==> src/rtl/rv_run_ctrl.sv <==
`default_nettype none
// ============================================================================
// Module   : rv_run_ctrl
// Purpose  : Run-control sequencer (halt/resume/step/breakpoint) and
//            retired-instruction / active-cycle counters for the pipeline.
// Revision : 1.0
// ============================================================================
module rv_run_ctrl #(
  parameter int XLEN         = 32,
  parameter int CNT_W        = 32,
  parameter int STEP_TIMEOUT = 16,
  parameter int START_HALTED = 0
) (
  input  logic             clk,
  input  logic             reset,
  input  logic             i_cmd_valid,
  output logic             o_cmd_ready,
  input  logic [2:0]       i_cmd_op,
  input  logic [XLEN-1:0]  i_cmd_data,
  input  logic             i_commit_valid,
  input  logic [XLEN-1:0]  i_commit_pc,
  output logic             o_core_en,
  output logic             o_halted,
  output logic [1:0]       o_halt_cause,
  output logic             o_bp_active,
  output logic [CNT_W-1:0] o_instret,
  output logic [CNT_W-1:0] o_cycle_cnt
);

  localparam logic [1:0] c_ST_RUN    = 2'd0;
  localparam logic [1:0] c_ST_HALTED = 2'd1;
  localparam logic [1:0] c_ST_STEP   = 2'd2;
  localparam logic [1:0] c_ST_RESET  = (START_HALTED != 0) ? c_ST_HALTED : c_ST_RUN;

  localparam logic [2:0] c_OP_HALT   = 3'b000;
  localparam logic [2:0] c_OP_RESUME = 3'b001;
  localparam logic [2:0] c_OP_STEP   = 3'b010;
  localparam logic [2:0] c_OP_SET_BP = 3'b011;
  localparam logic [2:0] c_OP_CLR_BP = 3'b100;
  localparam logic [2:0] c_OP_CLR_CNT = 3'b101;

  localparam logic [1:0] c_CAUSE_CMD     = 2'b00;
  localparam logic [1:0] c_CAUSE_BP      = 2'b01;
  localparam logic [1:0] c_CAUSE_STEP    = 2'b10;
  localparam logic [1:0] c_CAUSE_TIMEOUT = 2'b11;

  localparam int               c_TMR_W    = (STEP_TIMEOUT > 1) ? $clog2(STEP_TIMEOUT) : 1;
  localparam logic [c_TMR_W-1:0] c_TMR_LAST = c_TMR_W'(STEP_TIMEOUT - 1);

  logic [1:0]         r_state;
  logic [1:0]         w_state_nxt;
  logic [1:0]         r_cause;
  logic [1:0]         w_cause_nxt;
  logic               r_bp_active;
  logic [XLEN-1:0]    r_bp_addr;
  logic [CNT_W-1:0]   r_instret;
  logic [CNT_W-1:0]   r_cycle_cnt;
  logic [c_TMR_W-1:0] r_step_tmr;

  logic w_core_en;
  logic w_halted;
  logic w_cmd_ready;
  logic w_cmd_acc;
  logic w_qc;
  logic w_bp_hit;
  logic w_tmr_last;

  assign w_cmd_acc  = i_cmd_valid & w_cmd_ready;
  assign w_qc       = i_commit_valid & w_core_en;
  // Compared against the address held before any same-cycle SET_BP lands.
  assign w_bp_hit   = w_qc & r_bp_active & (i_commit_pc == r_bp_addr);
  assign w_tmr_last = (r_step_tmr == c_TMR_LAST);

  // State register
  always_ff @(posedge clk) begin
    if (reset) begin
      r_state <= c_ST_RESET;
      r_cause <= c_CAUSE_CMD;
    end else begin
      r_state <= w_state_nxt;
      r_cause <= w_cause_nxt;
    end
  end

  // Next-state logic
  always_comb begin
    w_state_nxt = r_state;
    w_cause_nxt = r_cause;
    case (r_state)
      c_ST_RUN: begin
        if (w_bp_hit) begin
          w_state_nxt = c_ST_HALTED;
          w_cause_nxt = c_CAUSE_BP;
        end else if (w_cmd_acc && (i_cmd_op == c_OP_HALT)) begin
          w_state_nxt = c_ST_HALTED;
          w_cause_nxt = c_CAUSE_CMD;
        end
      end
      c_ST_HALTED: begin
        if (w_cmd_acc && (i_cmd_op == c_OP_RESUME)) begin
          w_state_nxt = c_ST_RUN;
        end else if (w_cmd_acc && (i_cmd_op == c_OP_STEP)) begin
          w_state_nxt = c_ST_STEP;
        end
      end
      c_ST_STEP: begin
        if (w_qc) begin
          w_state_nxt = c_ST_HALTED;
          w_cause_nxt = w_bp_hit ? c_CAUSE_BP : c_CAUSE_STEP;
        end else if (w_tmr_last) begin
          w_state_nxt = c_ST_HALTED;
          w_cause_nxt = c_CAUSE_TIMEOUT;
        end
      end
      default: begin
        w_state_nxt = c_ST_HALTED;
      end
    endcase
  end

  // Output decode from registered state
  always_comb begin
    w_core_en   = 1'b1;
    w_halted    = 1'b0;
    w_cmd_ready = 1'b1;
    case (r_state)
      c_ST_HALTED: begin
        w_core_en = 1'b0;
        w_halted  = 1'b1;
      end
      c_ST_STEP: begin
        w_cmd_ready = 1'b0;
      end
      default: begin
        w_core_en = 1'b1;
      end
    endcase
  end

  always_ff @(posedge clk) begin
    if (reset) begin
      r_step_tmr <= '0;
    end else if ((r_state == c_ST_HALTED) && (w_state_nxt == c_ST_STEP)) begin
      r_step_tmr <= '0;
    end else if ((r_state == c_ST_STEP) && w_core_en) begin
      r_step_tmr <= r_step_tmr + c_TMR_W'(1);
    end
  end

  always_ff @(posedge clk) begin
    if (reset) begin
      r_bp_active <= 1'b0;
      r_bp_addr   <= '0;
    end else if (w_cmd_acc && (i_cmd_op == c_OP_SET_BP)) begin
      r_bp_active <= 1'b1;
      r_bp_addr   <= i_cmd_data;
    end else if (w_cmd_acc && (i_cmd_op == c_OP_CLR_BP)) begin
      r_bp_active <= 1'b0;
    end
  end

  // Clear takes priority over a same-cycle increment.
  always_ff @(posedge clk) begin
    if (reset || (w_cmd_acc && (i_cmd_op == c_OP_CLR_CNT))) begin
      r_instret   <= '0;
      r_cycle_cnt <= '0;
    end else begin
      r_instret   <= r_instret + CNT_W'(w_qc);
      r_cycle_cnt <= r_cycle_cnt + CNT_W'(w_core_en);
    end
  end

  assign o_cmd_ready  = w_cmd_ready;
  assign o_core_en    = w_core_en;
  assign o_halted     = w_halted;
  assign o_halt_cause = r_cause;
  assign o_bp_active  = r_bp_active;
  assign o_instret    = r_instret;
  assign o_cycle_cnt  = r_cycle_cnt;

endmodule
`default_nettype wire

==> config.mk <==
export PLATFORM = sky130hd
export DESIGN_NAME = rv_run_ctrl
export DESIGN_NICKNAME = d
export VERILOG_FILES = /design/src/rtl/rv_run_ctrl.sv
export SDC_FILE = /design/constraint.sdc
export NUM_CORES = 1
export LEC_CHECK = 0
export BUFFER_PORTS_ARGS = -buffer_cell sky130_fd_sc_hd__buf_4
export CORE_UTILIZATION = 25
export DETAILED_ROUTE_END_ITERATION = 8
export GPL_ROUTABILITY_DRIVEN = 0
export PLACE_DENSITY = 0.5
export SETUP_SLACK_MARGIN = 0.4
export SYNTH_ARGS = -nofsm -noshare
export SYNTH_HDL_FRONTEND = slang
export SYNTH_SLANG_ARGS = --single-unit
==> constraint.sdc <==
create_clock -name clk -period 2.67 [get_ports clk]
set_clock_uncertainty 0.1 [all_clocks]
set_input_delay 0.534 -clock clk [delete_from_list [all_inputs] [get_ports clk]]
set_output_delay 0.534 -clock clk [all_outputs]
set_load 0.01 [all_outputs]
==> flow_summary.rst, run 1 <==
.. list-table::
   :header-rows: 1

   * - Metric
     - Value
   * - WL final
     - 12,200 um
   * - Crit path capture type
     - flop
   * - Sinks on the clock net
     - 105
   * - Residual antenna-violating net count after detailed routing
     - 0
   * - Vias in the first global route
     - 4,109
   * - Fill cell total of the finished layout
     - 1,890
   * - Final std cells w/o fill
     - 925
   * - Count of standard-cell rows
     - 49
   * - Core Footprint
     - 18,100 sq um
   * - Result of the run
     - finished with violations
   * - Via density
     - 4.45
   * - Violations in the final reports
     - design-rule violations
   * - Yosys warnings
     - 0
   * - Setup TNS
     - 0 ns
   * - Number of DRC markers after the initial detailed-route iteration
     - 134
   * - Maximum frequency from static timing analysis
     - 472 MHz
   * - Detailed-routing iteration count for the pre-antenna-repair pass
     - 6
   * - Count of final setup violators
     - 0
   * - Chip Width
     - 138 um
   * - Max-Slew Margin vs Limit
     - 55.5%
   * - Share of post-route cells with drive strength above 1
     - 25.9%
   * - Depth of the CTS H-tree
     - 3
   * - Vias
     - 4,120
   * - Global route overflow
     - 0
   * - Antenna violations before repair
     - 0
   * - Worst min-delay path class
     - input pin to flop
   * - Worst hold path stage count
     - 3
   * - Gate count after technology mapping
     - 552
   * - Area of combinational cells with multiple inputs
     - 2470 sq um
   * - Die Footprint
     - 19,100 sq um
   * - Max-capacitance violation count
     - 0
   * - Pwr Density
     - 499 nW/um^2
   * - Clock input transition at the sequential cells of the worst setup and hold paths
     - 0.08 ns
   * - Critical Path AT
     - 2.25 ns
   * - Die Ht
     - 138 um
   * - Register bit total from synthesis
     - 105
   * - Peak VDD IR
     - 0.000298 V
   * - Critical path peak fanout
     - 6
   * - TritonCTS clock tree
     - yes
   * - Wire length of the first global-routing pass
     - 20,400 um
   * - Combined flip-flop and latch cell area
     - 2110 sq um
   * - Residual DRC count
     - 20
   * - Post-synthesis average cell area
     - 8.39 sq um
   * - Area overhead of the layout relative to synthesis
     - 36.3%
   * - Postcts setup bufs
     - 0
   * - Endpoint required time on the critical path
     - 2.80 ns
   * - Count of antenna diodes in the layout
     - 0
   * - Post-DP HPWL
     - 9130 um
   * - Portion of the post-synthesis area used by sequential elements
     - 45.4%
   * - Cell at the root of the clock tree
     - sky130_fd_sc_hd__clkbuf_16
   * - Slew at the pin with the worst max-slew slack
     - 0.668 ns
   * - Library cells used by synthesis
     - 38
   * - Effective utilization at floorplan
     - 25.6%
   * - Setup crit start kind
     - flop
   * - Start-to-end type of the worst setup path
     - flop to flop
   * - Count of input and output buffers
     - 140
   * - Final worst path period need
     - 2.12 ns
   * - Static leakage power
     - 2.50 nW
   * - Final Hold Vio Count
     - 0
   * - Synthesized Nets
     - 628
   * - CTS max path bufs
     - 2
   * - Global routing usage summed across all routing layers
     - 13.3%
   * - # nets final
     - 767
   * - RSZ-0062 raised after global routing
     - false
   * - Source-to-sink clock delay at the later pin of the worst-skew pair
     - 0.35 ns
   * - Period utilisation layout
     - 79.4%
   * - Depth of the worst register-to-register path
     - 10
   * - Top-Level Pins
     - 141
   * - Final routed wire length divided by cell count
     - 13.2 um
   * - Count of hold-fix buffers inserted at cts
     - 0
   * - Post-synthesis cell area
     - 4630 sq um
   * - Pins Over Slew Limit
     - 0
   * - Count of placed standard cells including taps
     - 909
   * - Maximum number of pins on one net before global-route repair
     - 56
   * - TritonCTS Buffers
     - 9
[power breakdown]
group / internal, mW / switching, mW
Sequential: 1.58 / 0.0188
Combinational: 0.130 / 0.108
Clock: 0.656 / 0.654
[what timing repair did]
action / CTS / global route
pin swaps: 2 / 4
resized for setup: 3 / 11
setup endpoints to repair: 5 / 16
[flip-flops by register name (all words and copies together), names as in the netlist]
register	flops
o_halt_cause	2
o_bp_active	1
r_bp_addr	32
r_step_tmr	4
o_instret	32
o_cycle_cnt	32
r_state	2
[cells in the mapped netlist (all sizes together)]
master / instances / share of area, %
nand3: 27 / 2.9
inv: 11 / 0.89
mux2i: 1 / 0.22
buf: 6 / 0.68
nor2: 81 / 6.6
a21oi: 38 / 4.1
a211o: 1 / 0.19
and4: 5 / 0.95
xor2: 44 / 8.3
a221oi: 1 / 0.19
a21o: 1 / 0.16
nor4: 3 / 0.41
ha: 5 / 1.4
o21ai: 4 / 0.43
dfxtp: 105 / 45
nand2: 91 / 7.4
and2: 8 / 1.1
clkbuf: 14 / 1.1
nor2b: 1 / 0.14
xnor2: 48 / 9.1
o211ai: 3 / 0.49
and3b: 1 / 0.19
nand3b: 2 / 0.32
or4: 3 / 0.49
or2: 1 / 0.14
o31ai: 1 / 0.16
a31oi: 3 / 0.41
and3: 11 / 1.6
nand4: 20 / 3.0
nor3: 7 / 0.86
nand2b: 3 / 0.41
or3: 2 / 0.27
[worst max-delay path: stages, from the launching register on]
cell and delay [ns]:
sky130_fd_sc_hd__dfxtp_4 0.37, sky130_fd_sc_hd__nand2b_2 0.12, sky130_fd_sc_hd__buf_4 0.13, sky130_fd_sc_hd__ha_1 0.26, sky130_fd_sc_hd__ha_4 0.18, sky130_fd_sc_hd__nand3_1 0.15
sky130_fd_sc_hd__nor3_2 0.21, sky130_fd_sc_hd__buf_4 0.15, sky130_fd_sc_hd__nand4_1 0.11, sky130_fd_sc_hd__xor2_1 0.16, sky130_fd_sc_hd__nor2_1 0.05
[cell usage in the layout (no fill, tap or decap), drive strengths merged, types with 2 or more instances in the layout]
master,instances
a21oi,38
a31oi,3
and2,8
and3,11
and4,5
buf,148
clkbuf,10
clkinvlp,2
dfxtp,105
ha,5
inv,14
nand2,91
nand2b,3
nand3,27
nand3b,2
nand4,20
nor2,81
nor3,7
nor4,3
o211ai,3
o21ai,4
or3,2
or4,3
xnor2,48
xor2,44
[cell type report]
cell class / count / share of cell area [%]
Clock inverter: 6 / 0.952
Sequential cell: 105 / 33.4
Clock buffer: 10 / 3.63
Tap cell: 229 / 4.54
Inverter: 11 / 0.655
Multi-Input combinational cell: 416 / 39.2
Timing Repair Buffer: 148 / 17.6
[per-stage QoR]
step                      hold WS, ns  setup WS (ns)  power (mW)  instance area [sq um]  utilization, %
after detailed placement        0.359          0.157        1.87                   5960            32.9
after floorplan                 0.348          0.424        1.74                   4640               -
after CTS                       0.303          0.402        3.21                   6250            34.6
final                           0.321          0.551        3.15                   6310            34.9
after global routing            0.304          0.361        3.32                   6310            34.9
after global placement          0.355          0.265        1.87                   5960            32.9
[cell families (layout without fill, tap and decap cells)]
logic type,after synthesis,after routing,share of synthesized area (%)
AND/OR/NAND/NOR,266,266,26.8
buffers and inverters,31,175,2.70
adder cells (fa/ha/maj),5,5,1.35
AO/OA/AOI/OAI,52,52,6.14
multiplexers,1,1,0.216
XOR/XNOR,92,92,17.4
flip-flops,105,105,45.4
[per-layer routing]
layer	routed length, um	track usage [%]
met4	100	3.37
met3	1220	6.41
met1	5450	16.1
met5	0	0
met2	5460	21.0
[worst paths after layout]
check | from | endpoint | slack, ns
max reg2reg | r_state[1] | o_cycle_cnt[24] | 0.55
min reg2reg | r_bp_addr[30] | r_bp_addr[30] | 0.37
max | r_state[1] | o_cycle_cnt[24] | 0.55
min | i_cmd_data[7] | r_bp_addr[7] | 0.32
(Power assumes the default switching activity.)
==> run 2: changes to the inputs <==
--- a/config.mk
+++ b/config.mk
@@ -5,11 +5,12 @@
 export SDC_FILE = /design/constraint.sdc
 export NUM_CORES = 1
 export LEC_CHECK = 0
+export ABC_AREA = 1
 export BUFFER_PORTS_ARGS = -buffer_cell sky130_fd_sc_hd__buf_4
 export CORE_UTILIZATION = 25
 export DETAILED_ROUTE_END_ITERATION = 8
 export GPL_ROUTABILITY_DRIVEN = 0
-export PLACE_DENSITY = 0.5
+export PLACE_DENSITY = 0.51
 export SETUP_SLACK_MARGIN = 0.4
 export SYNTH_ARGS = -nofsm -noshare
 export SYNTH_HDL_FRONTEND = slang
==> constraint.sdc (replaced) <==
create_clock -name clk -period 1.7 [get_ports clk]
set_clock_uncertainty 0.1 [all_clocks]
set_input_delay 0.34 -clock clk [delete_from_list [all_inputs] [get_ports clk]]
set_output_delay 0.34 -clock clk [all_outputs]
set_load 0.01 [all_outputs]
==> run 2 against run 1 <==
- the run ends with negative setup slack left
- utilization is 16 points higher
- cell count is 43% higher
- first-iteration DRC count is 11% lower
- combinational power grew to 3.2 times the previous value
- clock-buffer cell count is 2 higher
==> flow_summary.rst, run 2 <==
.. list-table::
   :header-rows: 1

   * - Metric
     - Value
   * - Result of the run
     - finished with violations
   * - Violations in the final reports
     - negative setup slack
   * - Pins Over Slew Limit
     - 0 (unchanged)
   * - Endpoint required time on the critical path
     - 1.89 ns (-0.91 ns)
   * - Final critical-path setup slack
     - -0.487 ns (-1.04 ns)
   * - Sinks on the clock net
     - 105 (unchanged)
   * - Source-to-sink clock delay at the later pin of the worst-skew pair
     - 0.36 ns (about the same)
   * - Top-Level Pins
     - 141 (unchanged)
   * - Post-DP HPWL
     - 11,100 um (+22%)
   * - # nets final
     - 1,130 (+47%)
   * - RSZ-0062 raised after global routing
     - true
   * - Max-Slew Margin vs Limit
     - 70.4% (+15 points)
   * - Fraction of synthesized cell area taken by the top area cell type
     - 41.3% (-4.1 points)
   * - Die Footprint
     - 21,000 sq um (+9.9%)
   * - Global routing usage summed across all routing layers
     - 16.5% (+3.2 points)
   * - Top cells by area in the synthesized netlist
     - sky130_fd_sc_hd__dfxtp_1, sky130_fd_sc_hd__nand2_1, sky130_fd_sc_hd__inv_1, sky130_fd_sc_hd__nor2_1, sky130_fd_sc_hd__a21oi_1
   * - Count of standard-cell rows
     - 51 (+4.1%)
   * - TritonCTS Buffers
     - 9 (unchanged)
   * - Combinational family with the most area after synthesis
     - simple AND/OR/NAND/NOR gates
   * - Portion of the post-synthesis area used by sequential elements
     - 41.3% (-4.1 points)
   * - Global route overflow
     - 0 (unchanged)
   * - Final Hold Vio Count
     - 0 (unchanged)
   * - Count of final setup violators
     - 95 (+95)
   * - Most used standard cell by instance count after synthesis
     - sky130_fd_sc_hd__nand2_1
   * - Final routed wire length divided by cell count
     - 13.1 um (-1.3%)
   * - Final std cells w/o fill
     - 1,324 (+43%)
   * - Via density
     - 4.41 (-1.0%)
   * - Detailed-routing iteration count for the pre-antenna-repair pass
     - 5 (-1)
   * - Synth Area in Adders
     - 1.23% (-0.12 points)
   * - Vias in the first global route
     - 5,668 (+38%)
   * - Setup crit start kind
     - flop
   * - Depth of the CTS H-tree
     - 3 (unchanged)
   * - Library cells used by synthesis
     - 35 (-7.9%)
   * - CTS max path bufs
     - 2 (unchanged)
   * - Crit path capture type
     - flop
   * - Die Ht
     - 145 um (+4.8%)
   * - Effective utilization at floorplan
     - 25.8% (+0.24 points)
   * - Register bit total from synthesis
     - 105 (unchanged)
   * - Residual antenna-violating net count after detailed routing
     - 0 (unchanged)
   * - Compound-cell area share of the yosys netlist
     - 12.9% (+6.8 points)
   * - Worst min-delay path class
     - input pin to flop
   * - Hold Slack
     - 0.0980 ns (-0.223 ns)
   * - Count of antenna diodes in the layout
     - 0 (unchanged)
   * - Count of input and output buffers
     - 140 (unchanged)
   * - Pwr Density
     - 542 nW/um^2 (+8.5%)
   * - XOR/XNOR Fraction of Synth Area
     - 3.78% (-14 points)
   * - Fraction of synthesis flops using an asynchronous set or reset pin
     - 0% (unchanged)
   * - TritonCTS clock tree
     - yes
   * - Yosys warnings
     - 0 (unchanged)
   * - Start-to-end type of the worst setup path
     - flop to flop
   * - Maximum number of pins on one net before global-route repair
     - 36 (-36%)
   * - Largest area contributor in the synthesized netlist
     - sky130_fd_sc_hd__dfxtp_1
   * - Post-synthesis average cell area
     - 6.95 sq um (-17%)
   * - Peak VDD IR
     - 0.000478 V (+60%)
   * - Core Footprint
     - 19,700 sq um (+9.0%)
   * - Setup TNS
     - -19.48 ns (-19.48 ns)
   * - Top FF cell, synth
     - sky130_fd_sc_hd__dfxtp_1
   * - Residual DRC count
     - 0 (-100%)
   * - Max-capacitance violation count
     - 0 (unchanged)
   * - Post-synthesis cell area
     - 5090 sq um (+10%)
   * - Count of placed standard cells including taps
     - 1,217 (+34%)
   * - Most common library cell in the layout ignoring fill and taps
     - sky130_fd_sc_hd__buf_4
   * - Clock input transition at the sequential cells of the worst setup and hold paths
     - 0.07 ns (about the same)
   * - Slew at the pin with the worst max-slew slack
     - 0.440 ns (-0.228 ns)
   * - Fill cell total of the finished layout
     - 1,878 (-0.63%)
   * - Commonest non-fill, non-tap cells in the layout
     - sky130_fd_sc_hd__buf_4, sky130_fd_sc_hd__buf_6, sky130_fd_sc_hd__nand2_1
   * - Number of DRC markers after the initial detailed-route iteration
     - 119 (-11%)
   * - Final worst path period need
     - 2.19 ns (+0.0686 ns)
   * - Cell at the root of the clock tree
     - sky130_fd_sc_hd__clkbuf_16
   * - Fraction of synthesized area in multiplexers
     - 0% (-0.22 points)
   * - Wire length of the first global-routing pass
     - 26,900 um (+32%)
   * - WL final
     - 17,300 um (+41%)
   * - Chip Width
     - 145 um (+4.8%)
   * - Share of synthesized cell area in and, or, nand and nor gates
     - 30.8% (+4.1 points)
   * - Static leakage power
     - 4.33 nW (+73%)
   * - Synth top cells by count
     - sky130_fd_sc_hd__nand2_1, sky130_fd_sc_hd__inv_1, sky130_fd_sc_hd__dfxtp_1
   * - Share of post-route cells with drive strength above 1
     - 57.6% (+32 points)
   * - Synthesized Nets
     - 809 (+29%)
   * - Critical Path AT
     - 2.38 ns (+0.13 ns)
   * - Vias
     - 5,837 (+42%)
   * - Number of flops mapped to enable cells by yosys
     - 0 (unchanged)
   * - Area overhead of the layout relative to synthesis
     - 97.3%
   * - Period utilisation layout
     - 129% (+49 points)
   * - Critical path peak fanout
     - 3 (-3)
   * - Antenna violations before repair
     - 0 (unchanged)
   * - Worst slack at placement
     - -0.643 ns (-0.800 ns)
   * - Maximum frequency from static timing analysis
     - 457 MHz (-3.1%)
   * - Gate count after technology mapping
     - 733 (+33%)
## run 2: what timing repair did
item	4_1_cts	5_1_grt
pin swaps	62	50
endpoints found under the hold margin	0	0
hold buffers	0	0
gates resized for setup	297	166
gates cloned	9	1
setup endpoints to repair	166	166
buffers inserted	50	31
## run 2: layer usage
| layer | part of all wire [%] | global-route usage [%] | up-vias |
|---|---|---|---|
| met5 | 0 | 0 | - |
| met4 | 1.0 | 4.43 | 0 |
| li1 | - | - | 2994 |
| met1 | 42 | 19.2 | 2694 |
| met2 | 51 | 29.0 | 135 |
| met3 | 6.6 | 5.23 | 14 |
## run 2: cell type report
cell class	count	area, sq um	area share, %
Multi-Input combinational cell	494	3510	34.9
Clock inverter	4	52.6	0.523
Tap cell	265	332	3.30
Clock buffer	12	246	2.45
Sequential cell	105	2230	22.2
Timing Repair Buffer	325	3210	32.0
Inverter	119	470	4.68
## run 2: path summary, 6_finish.rpt
path         slack (ns)  depth (start not counted)            from         endpoint
max               -0.49                         16      r_state[1]  o_cycle_cnt[12]
min                 0.1                          3  i_cmd_data[22]    r_bp_addr[22]
max reg2reg       -0.49                         16      r_state[1]  o_cycle_cnt[12]
min reg2reg        0.37                          2   o_instret[22]    o_instret[22]
## run 2: per-stage QoR
step                utilization (%)  cell area (sq um)  power (mW)
finish                         51.0              10100        5.45
global route                   51.0              10100        5.69
CTS                            46.5               9160        5.45
detailed placement             37.3               7360        3.08
global placement               37.3               7360        3.08
floorplan                         -               5270        2.81
## run 2: power breakdown
part / internal [mW] / total [mW] / switching, mW / leakage [nW]
sequential: 2.47 / 2.50 / 0.0304 / 0.887
combinational: 0.424 / 0.772 / 0.348 / 3.29
clock: 1.19 / 2.17 / 0.980 / 0.147
## run 2: logic make-up after synthesis
kind of cell,Yosys count
AND/OR/NAND/NOR,342
XOR/XNOR,22
adder cells (fa/ha/maj),5
AO/OA/AOI/OAI,125
buffers and inverters,134
flip-flops,105
## run 2: critical path: stages, from the launching register on
cell and delay (ns):
sky130_fd_sc_hd__dfxtp_4 0.36, sky130_fd_sc_hd__buf_4 0.11, sky130_fd_sc_hd__nor2_4 0.04, sky130_fd_sc_hd__inv_2 0.07, sky130_fd_sc_hd__ha_4 0.15, sky130_fd_sc_hd__ha_4 0.14, sky130_fd_sc_hd__nand2_4 0.05, sky130_fd_sc_hd__nor2_4 0.13
sky130_fd_sc_hd__nand2_2 0.10, sky130_fd_sc_hd__nor2_4 0.16, sky130_fd_sc_hd__nand3_4 0.09, sky130_fd_sc_hd__nor2_4 0.13, sky130_fd_sc_hd__buf_6 0.11, sky130_fd_sc_hd__buf_6 0.08, sky130_fd_sc_hd__inv_2 0.03, sky130_fd_sc_hd__o21bai_1 0.13
sky130_fd_sc_hd__and3_1 0.16
